[config.mk]
export PLATFORM = sky130hd
export DESIGN_NAME = display_scan_7seg
export DESIGN_NICKNAME = d
export VERILOG_FILES = /design/src/rtl/display_scan_7seg.sv
export SDC_FILE = /design/constraint.sdc
export NUM_CORES = 1
export LEC_CHECK = 0
export ABC_AREA = 1
export BUFFER_PORTS_ARGS = -buffer_cell sky130_fd_sc_hd__clkbuf_2
export CORE_MARGIN = 3
export CORE_UTILIZATION = 50
export DETAILED_ROUTE_END_ITERATION = 6
export PLACE_DENSITY_LB_ADDON = 0.12
export SETUP_SLACK_MARGIN = 0.4
export SYNTH_ARGS = -nofsm -noshare
export SYNTH_HDL_FRONTEND = slang
export SYNTH_SLANG_ARGS = --single-unit
[constraint.sdc]
create_clock -name clk -period 7.5 [get_ports clk]
set_input_delay 0.375 -clock clk [delete_from_list [all_inputs] [get_ports clk]]
set_output_delay 0.375 -clock clk [all_outputs]
set_load 0.01 [all_outputs]
[src/rtl/display_scan_7seg.sv]
// display_scan_7seg
//   Time-multiplexed driver for an N_DIGITS common-anode 7-segment display.
//   A prescaler divides clk into digit slots of PRESCALE cycles; each slot
//   lights one digit after a short anti-ghost guard interval.  New digit data
//   is captured into a pending register by a load strobe and is copied into
//   the display register only at a frame boundary, so a frame never mixes
//   old and new values.
//
// Ports
//   clk         : clock, all state updates on the rising edge
//   rst_n       : asynchronous active-low reset
//   en          : 1 runs the scan, 0 freezes it and blanks the display
//   load        : one-cycle strobe capturing digits/dp/blank into pending
//   digits      : hex nibble per digit, digit i = digits[4i+3:4i]
//   dp          : decimal-point request per digit (1 = lit)
//   blank       : forced blank per digit (1 = dark)
//   seg         : {g,f,e,d,c,b,a}, active-low
//   dp_n        : decimal point, active-low
//   an          : digit anodes, active-low, at most one low
//   scan_idx    : index of the current digit slot
//   frame_done  : one-cycle pulse at each frame boundary
module display_scan_7seg #(
  parameter int N_DIGITS = 4,
  parameter int PRESCALE = 50000,
  parameter int GUARD    = 2,
  parameter int LZS      = 0
) (
  input  logic                        clk,
  input  logic                        rst_n,
  input  logic                        en,
  input  logic                        load,
  input  logic [4*N_DIGITS-1:0]       digits,
  input  logic [N_DIGITS-1:0]         dp,
  input  logic [N_DIGITS-1:0]         blank,
  output logic [6:0]                  seg,
  output logic                        dp_n,
  output logic [N_DIGITS-1:0]         an,
  output logic [$clog2(N_DIGITS)-1:0] scan_idx,
  output logic                        frame_done
);

  localparam int IW = $clog2(N_DIGITS);
  localparam int PW = $clog2(PRESCALE);
  localparam logic [PW-1:0] PRE_LAST = PW'(PRESCALE - 1);
  localparam logic [IW-1:0] IDX_LAST = IW'(N_DIGITS - 1);

  // Scan state
  logic [PW-1:0]         pre_cnt_reg, pre_cnt_next;
  logic [IW-1:0]         scan_idx_reg, scan_idx_next;

  // Pending (written by load) and display (shown) registers
  logic [4*N_DIGITS-1:0] pend_nib_reg;
  logic [N_DIGITS-1:0]   pend_dp_reg, pend_blank_reg;
  logic                  pend_valid_reg;
  logic [4*N_DIGITS-1:0] disp_nib_reg, disp_nib_next;
  logic [N_DIGITS-1:0]   disp_dp_reg, disp_dp_next;
  logic [N_DIGITS-1:0]   disp_blank_reg, disp_blank_next;

  // Registered outputs
  logic [N_DIGITS-1:0]   an_reg, an_next;
  logic [6:0]            seg_reg, seg_next;
  logic                  dp_n_reg, dp_n_next;
  logic                  frame_done_reg;

  logic                  tick;
  logic                  last_slot;
  logic                  commit;
  logic                  guard_ok;
  logic                  lit;
  logic [3:0]            nib_sel;
  logic [3:0]            nib_next [N_DIGITS];
  logic [N_DIGITS-1:0]   zero_up;
  logic [N_DIGITS-1:0]   dark;

  function automatic logic [6:0] hex7(input logic [3:0] v);
    logic [6:0] s;
    case (v)
      4'h0: s = 7'h40;
      4'h1: s = 7'h79;
      4'h2: s = 7'h24;
      4'h3: s = 7'h30;
      4'h4: s = 7'h19;
      4'h5: s = 7'h12;
      4'h6: s = 7'h02;
      4'h7: s = 7'h78;
      4'h8: s = 7'h00;
      4'h9: s = 7'h10;
      4'hA: s = 7'h08;
      4'hB: s = 7'h03;
      4'hC: s = 7'h46;
      4'hD: s = 7'h21;
      4'hE: s = 7'h06;
      default: s = 7'h0E;
    endcase
    return s;
  endfunction

  // Prescaler, slot index and frame-boundary commit
  always_comb begin
    tick            = en && (pre_cnt_reg == PRE_LAST);
    last_slot       = (scan_idx_reg == IDX_LAST);
    commit          = tick && last_slot && pend_valid_reg;
    pre_cnt_next    = pre_cnt_reg;
    scan_idx_next   = scan_idx_reg;
    disp_nib_next   = disp_nib_reg;
    disp_dp_next    = disp_dp_reg;
    disp_blank_next = disp_blank_reg;
    if (en) begin
      pre_cnt_next = tick ? '0 : pre_cnt_reg + PW'(1);
    end
    if (tick) begin
      scan_idx_next = last_slot ? '0 : scan_idx_reg + IW'(1);
    end
    if (commit) begin
      disp_nib_next   = pend_nib_reg;
      disp_dp_next    = pend_dp_reg;
      disp_blank_next = pend_blank_reg;
    end
  end

  // Outputs are computed from the next state and registered, so the pins
  // reflect the state held in the registers with no input-to-output path.
  generate
    if (GUARD == 0) begin : g_no_guard
      assign guard_ok = 1'b1;
    end else begin : g_guard
      assign guard_ok = (pre_cnt_next >= PW'(GUARD));
    end
  endgenerate

  generate
    for (genvar gi = 0; gi < N_DIGITS; gi++) begin : g_digit
      assign nib_next[gi] = disp_nib_next[4*gi +: 4];
      // All nibbles from this digit up to the most significant are zero
      assign zero_up[gi]  = (disp_nib_next[4*N_DIGITS-1:4*gi] == '0);
      if (LZS != 0 && gi > 0) begin : g_lzs
        assign dark[gi] = disp_blank_next[gi] | zero_up[gi];
      end else begin : g_plain
        assign dark[gi] = disp_blank_next[gi];
      end
      assign an_next[gi] = !(en && (scan_idx_next == IW'(gi)) && guard_ok && !dark[gi]);
    end
  endgenerate

  always_comb begin
    nib_sel   = nib_next[scan_idx_next];
    lit       = ~(&an_next);
    seg_next  = 7'h7F;
    dp_n_next = 1'b1;
    if (lit) begin
      seg_next  = hex7(nib_sel);
      dp_n_next = ~disp_dp_next[scan_idx_next];
    end
  end

  always_ff @(posedge clk or negedge rst_n) begin
    if (!rst_n) begin
      pre_cnt_reg    <= '0;
      scan_idx_reg   <= '0;
      pend_nib_reg   <= '0;
      pend_dp_reg    <= '0;
      pend_blank_reg <= '1;
      pend_valid_reg <= 1'b0;
      disp_nib_reg   <= '0;
      disp_dp_reg    <= '0;
      disp_blank_reg <= '1;
      an_reg         <= '1;
      seg_reg        <= 7'h7F;
      dp_n_reg       <= 1'b1;
      frame_done_reg <= 1'b0;
    end else begin
      pre_cnt_reg    <= pre_cnt_next;
      scan_idx_reg   <= scan_idx_next;
      disp_nib_reg   <= disp_nib_next;
      disp_dp_reg    <= disp_dp_next;
      disp_blank_reg <= disp_blank_next;
      an_reg         <= an_next;
      seg_reg        <= seg_next;
      dp_n_reg       <= dp_n_next;
      frame_done_reg <= tick && last_slot;
      // A load coinciding with a commit wins: the commit already took the
      // old contents, and the new data stays pending for the next frame.
      if (load) begin
        pend_nib_reg   <= digits;
        pend_dp_reg    <= dp;
        pend_blank_reg <= blank;
        pend_valid_reg <= 1'b1;
      end else if (commit) begin
        pend_valid_reg <= 1'b0;
      end
    end
  end

  assign seg        = seg_reg;
  assign dp_n       = dp_n_reg;
  assign an         = an_reg;
  assign scan_idx   = scan_idx_reg;
  assign frame_done = frame_done_reg;

endmodule
==> results of run 1 <==
critical path, delay by kind of cell, from the launching register on:
kind,cells,cell delay [ps]
buffers and inverters,3,270
flip-flops,1,390
adder cells (fa/ha/maj),2,580
AND/OR/NAND/NOR,14,1610
worst max path at each step:
| stage | startpoint | to | slack (ps) | depth (start not counted) |
|---|---|---|---|---|
| detailed placement | pre_cnt_reg[1] | seg[3] | 4580 | 19 |
| finish | pre_cnt_reg[1] | seg[3] | 4580 | 19 |
| global placement | pre_cnt_reg[1] | seg[0] | 4640 | 19 |
| floorplan | pre_cnt_reg[1] | seg[0] | 5100 | 20 |
| CTS | pre_cnt_reg[1] | seg[3] | 4570 | 19 |
| global route | pre_cnt_reg[1] | seg[0] | 4240 | 17 |
cell type report:
class	count	area, µm²
Multi-Input combinational cell	368	1880
Clock buffer	11	141
Inverter	64	246
Fill cell	750	3240
Timing Repair Buffer	42	213
Sequential cell	80	2030
Clock inverter	5	86.3
Tap cell	102	128
per-layer routing:
metal / vias up / track usage
met1: 1536 / 0.304
li1: 1723 / -
met5: - / 0
met2: 91 / 0.292
met3: 10 / 0.0279
met4: 0 / 0.0618
cells by family after synthesis:
| family | synth area share |
|---|---|
| compound gates | 0.0415 |
| xor+xnor | 0.00207 |
| fa+ha+maj | 0.0237 |
| buf+inv | 0.0738 |
| flops | 0.480 |
| simple gates | 0.379 |
power by group:
group | total [mW] | internal [mW] | switching, mW | leakage, nW
clock | 0.365 | 0.200 | 0.165 | 0.115
combinational | 0.223 | 0.0698 | 0.154 | 1.46
sequential | 0.523 | 0.477 | 0.0462 | 0.947
Yosys cell counts, types with 2 or more instances:
cell type / instances
o21ai_2: 2
nand3_1: 46
dfstp_2: 20
clkbuf_1: 7
nor2_8: 7
buf_6: 3
o21ai_0: 24
inv_2: 7
nand2_2: 12
nor2_2: 4
inv_1: 53
nor2_1: 35
dfrtp_1: 60
or2_2: 2
nand2_4: 5
nor3_1: 5
nand3_2: 2
o21ai_1: 5
nand4_1: 12
nand2_8: 3
ha_1: 8
nand2_1: 191
inv_4: 2
through the flow:
step | instances | area [µm²]
floorplan | 523 | 4220
global placement | 656 | 4500
detailed placement | 656 | 4500
CTS | 672 | 4730
global route | 672 | 4730
finish | 672 | 4730
==> key figures, run 1 <==
Worst hold path
  – Min-Delay Path Class: primary input to async pin

Detailed routing
  – Post-Route M1 WL: 4350 µm
  – DR WL met3: between 400 and 500 µm
  – Top layer in use: met4
  – Routed Antenna Nets: 0
  – # DRC: 0
  – Routed vias/inst: 5.00
  – First-pass DRT Iterations: 5
  – Vias post-DR: 3,360
  – Metal2 WL: 4040 µm
  – Routed len/inst: 13.4 µm
  – Final WL: between 8000 and 9000 µm
  – DRT iter0 DRCs: between 150 and 200

Clock network
  – Root Driver: clkbuf_8
  – CTS Buf Count: 9
  – CTS tree: built
  – H-tree Lvls: 3
  – Deepest clock path buffer count: 2
  – Post CTS Setup Buffer Count: 0
  – Sink Count: 80
  – Post-cts repair resize count: 0
  – Worst-skew pair later-pin latency: around 350 ps
  – CTS clk-pin slew, worst paths: 90 ps
  – Post-CTS Hold Buffers: 0

STA
  – Slew HR: 0.337
  – Final count of hold timing violations: 0
  – Setup TNS: 0 ps
  – Fmax: approximately 340 MHz
  – Final worst path period need: 2920 ps
  – Min Hold Slack: around 130 ps
  – RSZ-0062 raised after global routing: false
  – Setup ws final: approximately 4600 ps
  – Pins Over Slew Limit: 0
  – Final Cycle Share: 0.389
  – Worst-Margin Slew: around 990 ps
  – Setup Skew: 14.8 ps
  – Setup-failing EPs final: 0

Worst setup path
  – Worst Path Max Fanout: 11
  – WP data required: roughly 7800 ps
  – Kind of critical path: flip-flop to flip-flop
  – CP Capture Type: flip-flop
  – FF-to-FF End: seg[3]
  – WP data arrival: between 3000 and 4000 ps
  – RR Startpoint: pre_cnt_reg[1]
  – R2R cell count: 19
  – Critical path's largest stage delay: approximately 390 ps
  – R2r setup slk: 4580 ps
  – Slowest cell on the critical path: dfrtp_1
  – Worst-path cell chain: ha_1, inv_2, nor2_2, nand2_2, nor2_8, nand2_2, nand2_1, nand2_2, nand2_2, inv_2, nand2_1, nand2_1, nor2_2, inv_1, ha_1, nand2_2, nand2_1, nand2_1, nand3_1
  – Crit start category: flip-flop

Power
  – Pleak: between 2 and 3 nW
  – Pwr Total: approximately 1.1 mW
  – Worst vdd ir: approximately 0.00016 V
  – Power Density: 235 nW/µm²

Logic synthesis
  – EDFF count, synth: 0
  – Area contributors post-synth: dfrtp_1, nand2_1, dfstp_2, nand3_1, inv_1
  – Avg Inst Size Synth: 8.07 µm²
  – Seq cells post-synth: 80
  – Synthesized area: between 4000 and 5000 µm²
  – Yosys top cell area share: 0.356
  – Main synth FF type: dfrtp_1
  – Post-Syn Nets: between 500 and 600
  – Sequential element share of the synthesized area: 0.480
  – Synth cell types: 31
  – Async set or reset register ratio after synthesis: 1.00
  – Cell taking the most area after synthesis: dfrtp_1
  – YS warnings: 0
  – Syn Inst Count: 523

Place
  – Gpl congestion: approximately 0.93
  – Buffers on Ports: 42
  – Post-DP HPWL: 6600 µm
  – DP Worst Slack: 4580 ps

Floorplan
  – Rows: 32
  – Die outline height: 97.9 µm
  – I/O pin count: 43
  – Starting Density: 0.530
  – Core Area: 7970 µm²
  – Die area: 9580 µm²
  – Die width: about 100 µm

Final layout
  – Most frequent cells in the layout: nand2_1, dfrtp_1, inv_1
  – N_diodes: 0
  – Commonest non-fill, non-tap cell in the layout: nand2_1
  – Syn-to-layout area delta: 11.9%
  – Final Core Density: 0.593
  – Layout cells sized above 1: 0.221
  – Total Nets Final: ~600

GRT
  – Gr ovfl total: 0
  – Largest net degree at the start of global routing: between 80 and 90
  – Initial antenna violation count: 0
  – First-pass GRT wire length: about 15,000 µm
  – Vias in the first global route: approximately 3.2k
  – All-Layer GR Usage: 0.199

Flow run
  – Max cap viols: 0

Run status
  – Outcome: complete, no violations
Note: power is estimated with default switching activity, not from simulation.
==> run 2: changes to the inputs <==
==> constraint.sdc (replaced) <==
create_clock -name clk -period 2.9 [get_ports clk]
set_input_delay 0.145 -clock clk [delete_from_list [all_inputs] [get_ports clk]]
set_output_delay 0.145 -clock clk [all_outputs]
set_load 0.01 [all_outputs]
==> key figures, run 2 (synthesized netlist as in run 1, its figures left out) <==
Place
  – Gpl congestion: 0.908
  – Inst Count DP: ~660
  – Post-DP HPWL: between 6000 and 7000 µm
  – Buffers on Ports: 42

STA
  – Pins Over Slew Limit: 0
  – Min Hold Slack: roughly 9.8 ps
  – Worst-Margin Slew: approximately 1000 ps
  – Fmax: ~420 MHz
  – Final worst path period need: 2400 ps
  – Setup Skew: roughly 13 ps
  – Slew HR: 0.334
  – Final count of hold timing violations: 0
  – Setup-failing EPs final: 0
  – RSZ-0062 raised after global routing: true
  – Setup TNS: 0 ps
  – Final Cycle Share: 0.829

Clock network
  – Deepest clock path buffer count: 2
  – CTS tree: built
  – Root Driver: clkbuf_8
  – Worst-skew pair later-pin latency: 360 ps
  – CTS Buf Count: 9
  – H-tree Lvls: 3
  – Sink Count: 80
  – CTS clk-pin slew, worst paths: about 90 ps

Run status
  – Outcome: complete, no violations

Power
  – Pleak: between 2 and 3 nW
  – Power Density: ~570 nW/µm²
  – Worst vdd ir: a little over 0.0003 V

GRT
  – Vias in the first global route: around 3.4k
  – Gr ovfl total: 0
  – All-Layer GR Usage: 0.210
  – Busiest grt layer: met2
  – Initial antenna violation count: 0
  – First-pass GRT wire length: around 16,000 µm
  – Met2 usage: 0.319
  – Global routing usage on met1: 0.301
  – Largest net degree at the start of global routing: just over 80
  – Met3 usage: 0.0421

Final layout
  – Fin cells: 708
  – Most frequent cells in the layout: nand2_1, dfrtp_1, inv_1
  – N_diodes: 0
  – Total Nets Final: between 600 and 700
  – Fillers: a little under 700
  – Syn-to-layout area delta: 22.5%
  – Commonest non-fill, non-tap cell in the layout: nand2_1
  – Layout cells sized above 1: 0.257

Worst setup path
  – FF-to-FF End: seg[1]
  – Crit start category: flip-flop
  – R2R cell count: 12
  – Worst Path Max Fanout: 24
  – Critical path's largest stage delay: 410 ps
  – CP Capture Type: flip-flop
  – Kind of critical path: flip-flop to flip-flop
  – WP data arrival: 2690 ps
  – RR Startpoint: pre_cnt_reg[1]
  – WP data required: 3190 ps
  – Most frequent cell on the critical path: nand2_2
  – Slowest cell on the critical path: dfrtp_1
  – R2r setup slk: 500 ps
  – Worst-path cell chain: ha_4, inv_2, nor2_2, nand2_2, nor2_8, nand4_2, buf_4, o21ai_1, nor2_1, o21ai_2, nand2_2, nand3_1

Detailed routing
  – DRT iter0 DRCs: approximately 200
  – Routed len/inst: between 10 and 15 µm
  – Final WL: 9630 µm
  – Routed Antenna Nets: 0
  – # DRC: 0
  – First-pass DRT Iterations: 5
  – Vias post-DR: around 3.5k
  – Routed vias/inst: between 5 and 6

Worst hold path
  – HP Start: dp[1]
  – Min-Delay Path Class: primary input to flip-flop
  – Hold depth: 3
  – Worst Hold Endpoint: pend_dp_reg[1]

Floorplan
  – Rows: 32
  – Core Area: 7970 µm²
  – I/O pin count: 43
  – Die width: ~98 µm
  – Die outline height: approximately 98 µm
  – Starting Density: 0.530
  – Die area: between 9000 and 10,000 µm²

Flow run
  – Max cap viols: 0
## run 2: cell types whose count changed in the layout (fill, tap and decap cells not counted), moves of 2 or more
cell           before  now
dlygate4sd3_1       0   22
buf_4               1   14
nand2_1           191  185
ha_1                8    4
ha_4                0    3
nand2_2            12   15
nor2_4              1    4
dfrtp_1            60   58
dfrtp_2             0    2
nand2_4             5    7
nand3_1            46   44
nor2_2              4    2
## run 2: power breakdown
| group | leakage (nW) | switching, mW | internal [mW] |
|---|---|---|---|
| Clock | 0.111 | 0.432 | 0.512 |
| Sequential | 0.946 | 0.123 | 1.24 |
| Combinational | 1.62 | 0.417 | 0.232 |
## run 2: what timing repair did
| item | 4_1_cts | 5_1_grt |
|---|---|---|
| hold buffers | 22 | 0 |
| cloned | 0 | 1 |
| buffers inserted | 3 | 7 |
| endpoints found under the hold margin | 49 | 0 |
| pin swaps | 1 | 6 |
| setup endpoints to repair | 8 | 8 |
| resized for setup | 5 | 22 |
## run 2: worst max path at each step
stage,from,depth (start not counted),slack [ps],end
floorplan,pre_cnt_reg[1],20,500,seg[0]
global placement,pre_cnt_reg[1],19,250,seg[3]
detailed placement,pre_cnt_reg[1],19,130,seg[6]
CTS,pre_cnt_reg[0],18,430,seg[0]
global route,pre_cnt_reg[0],18,370,seg[3]
finish,pre_cnt_reg[1],12,500,seg[1]
## run 2: final cells by class
class / count / area, µm² / share of cell area
well taps: 102 / 128 / 0.0247
multi-input cells: 369 / 2010 / 0.389
flip-flops and latches: 80 / 2030 / 0.392
repair buffers: 77 / 531 / 0.103
inverters: 64 / 246 / 0.0477
clock inverters: 6 / 88.8 / 0.0172
clock buffers: 10 / 138 / 0.0266
## run 2: layer usage
layer,vias to the layer above,part of all wire,wire (µm)
met3,8,0.045,429
met4,0,0.0085,82
met2,75,0.48,4600
li1,1788,-,-
met1,1672,0.47,4510
met5,-,0,0
## run 2: stage by stage
stage | util | power, mW | area, µm² | worst slack, ps
global route | 0.649 | 3.13 | 5170 | 367
floorplan | - | 1.77 | 4220 | 499
global placement | 0.567 | 1.94 | 4520 | 250
detailed placement | 0.567 | 1.94 | 4520 | 129
CTS | 0.630 | 2.93 | 5020 | 426
finish | 0.649 | 2.95 | 5170 | 496
## run 2: worst max-delay path: cells and delay by family (launching register included)
family | cells | cell delay (ps)
fa+ha+maj | 1 | 170
buf+inv | 2 | 320
compound gates | 2 | 450
simple gates | 7 | 1000
flops | 1 | 410
==> run 3: changes to the inputs <==
==> constraint.sdc (replaced) <==
create_clock -name clk -period 2 [get_ports clk]
set_input_delay 0.1 -clock clk [delete_from_list [all_inputs] [get_ports clk]]
set_output_delay 0.1 -clock clk [all_outputs]
set_load 0.01 [all_outputs]
==> key figures, run 3 (synthesized netlist as in run 1, its figures left out) <==
Worst setup path
  – Crit start category: flip-flop
  – CP Capture Type: flip-flop
  – WP data arrival: 2650 ps
  – WP data required: ~2300 ps
  – Kind of critical path: flip-flop to flip-flop
  – Worst Path Max Fanout: 5

Clock network
  – CTS Buf Count: 9
  – H-tree Lvls: 3
  – Root Driver: clkbuf_8
  – CTS clk-pin slew, worst paths: roughly 100 ps
  – Deepest clock path buffer count: 2
  – Sink Count: 80
  – Worst-skew pair later-pin latency: roughly 370 ps
  – CTS tree: built

STA
  – Setup Skew: approximately 17 ps
  – Final Cycle Share: 1.17
  – Setup-failing EPs final: 12
  – Slew HR: 0.656
  – Pins Over Slew Limit: 0
  – Final count of hold timing violations: 0
  – Setup ws final: -350 ps
  – Worst-Margin Slew: around 520 ps
  – Final worst path period need: about 2300 ps
  – RSZ-0062 raised after global routing: true
  – Setup TNS: -2750 ps
  – Fmax: ~430 MHz

Place
  – Buffers on Ports: 42
  – Gpl congestion: 0.941
  – Placed instance area: roughly 5200 µm²
  – DP Worst Slack: -394 ps
  – Post-DP HPWL: ~7700 µm

Power
  – Power Density: 806 nW/µm²
  – Switching share of power: 0.345
  – Net Switching: 1.67 mW
  – Int Pwr: around 3.2 mW
  – Pleak: between 3 and 4 nW
  – Comb pwr share: 0.354
  – Seq pwr share: 0.391
  – Clock share of power: 0.255
  – Worst vdd ir: between 0.0005 and 0.0006 V

Floorplan
  – Rows: 32
  – Die area: 9580 µm²
  – Starting Density: 0.530
  – Core Area: 7970 µm²
  – I/O pin count: 43
  – Die outline height: roughly 98 µm
  – Die width: around 98 µm

Final layout
  – N_diodes: 0
  – Fillers: 570
  – Final Core Density: 0.754
  – Layout cells sized above 1: 0.406
  – Most frequent cells in the layout: nand2_1, buf_4, dfrtp_1
  – Syn-to-layout area delta: 42.3%
  – Fin area: 6010 µm²
  – Commonest non-fill, non-tap cell in the layout: nand2_1
  – Total Nets Final: ~710

Detailed routing
  – Vias post-DR: approximately 4k
  – DRT iter0 DRCs: ~230
  – Routed vias/inst: 5.09
  – Final WL: between 10,000 and 15,000 µm
  – Routed len/inst: approximately 15 µm
  – Routed Antenna Nets: 0
  – First-pass DRT Iterations: 5
  – # DRC: 0

GRT
  – All-Layer GR Usage: 0.246
  – Vias in the first global route: around 4.0k
  – Largest net degree at the start of global routing: 42
  – Initial antenna violation count: 0
  – Gr ovfl total: 0
  – First-pass GRT wire length: 19,000 µm

Run status
  – Failing checks: setup timing
  – Outcome: complete, but fails checks

Worst hold path
  – Min-Delay Path Class: primary input to flip-flop

Flow run
  – Max cap viols: 0
==> run 3: final timing paths <==
kind	slack [ps]	start	cells past startpoint	to
max in group asynchronous	1090	rst_n	3	disp_blank_reg[1]
min	140	load	3	pend_blank_reg[2]
min reg2reg	480	pend_nib_reg[9]	2	pend_nib_reg[9]
min in group asynchronous	240	rst_n	2	pre_cnt_reg[13]
max	-350	pre_cnt_reg[1]	18	seg[3]
max reg2reg	-350	pre_cnt_reg[1]	18	seg[3]
==> run 3: final cells by class <==
class	instances	area (µm²)	area share
multi-input cells	369	2220	0.369
flip-flops and latches	80	2030	0.337
repair buffers	154	1180	0.196
inverters	64	253	0.0421
well taps	102	128	0.0212
clock buffers	9	124	0.0206
clock inverters	7	78.8	0.0131
==> run 3: repair_timing <==
action	CTS	global route
buffers inserted	7	2
resized for setup	42	46
endpoints found under the setup margin	33	50
cloned	1	0
pin swaps	9	10
endpoints found under the hold margin	60	0
hold buffers	25	0
==> run 3: power by group through the flow <==
stage               registers (mW)  logic, mW  clock network [mW]
floorplan                     1.95      0.631                   0
global placement              1.90       1.44                   0
detailed placement            1.91       1.45                   0
CTS                           1.88       1.52                1.26
global route                  1.91       1.87                1.33
finish                        1.89       1.71                1.24
==> run 3: through the flow <==
stage	total power, mW	std cells	hold slack [ps]
2_1_floorplan	2.58	523	-196
3_3_place_gp	3.34	734	106
3_5_place_dp	3.36	734	109
4_1_cts	4.66	783	136
5_1_grt	5.11	785	173
6_report	4.84	785	137
==> run 3: metal layers <==
metal | GRT usage | share of wire | vias up
met4 | 0.0863 | 0.024 | 0
met2 | 0.428 | 0.51 | 117
met1 | 0.303 | 0.42 | 1898
met5 | 0 | 0 | -
li1 | - | - | 1951
met3 | 0.0493 | 0.049 | 27
==> run 3: critical path, stage by stage (launching register included) <==
cell	delay, ps
dfrtp_1	400
ha_4	150
inv_2	40
nor2_4	110
nand2_4	80
nor2_8	110
buf_6	150
nand4_4	150
nand2_1	110
nand2_1	90
nand2_2	90
nand2_2	60
nor2_4	190
inv_2	90
ha_2	200
nand2_1	70
nand2_1	50
nand2_1	60
nand3_1	70
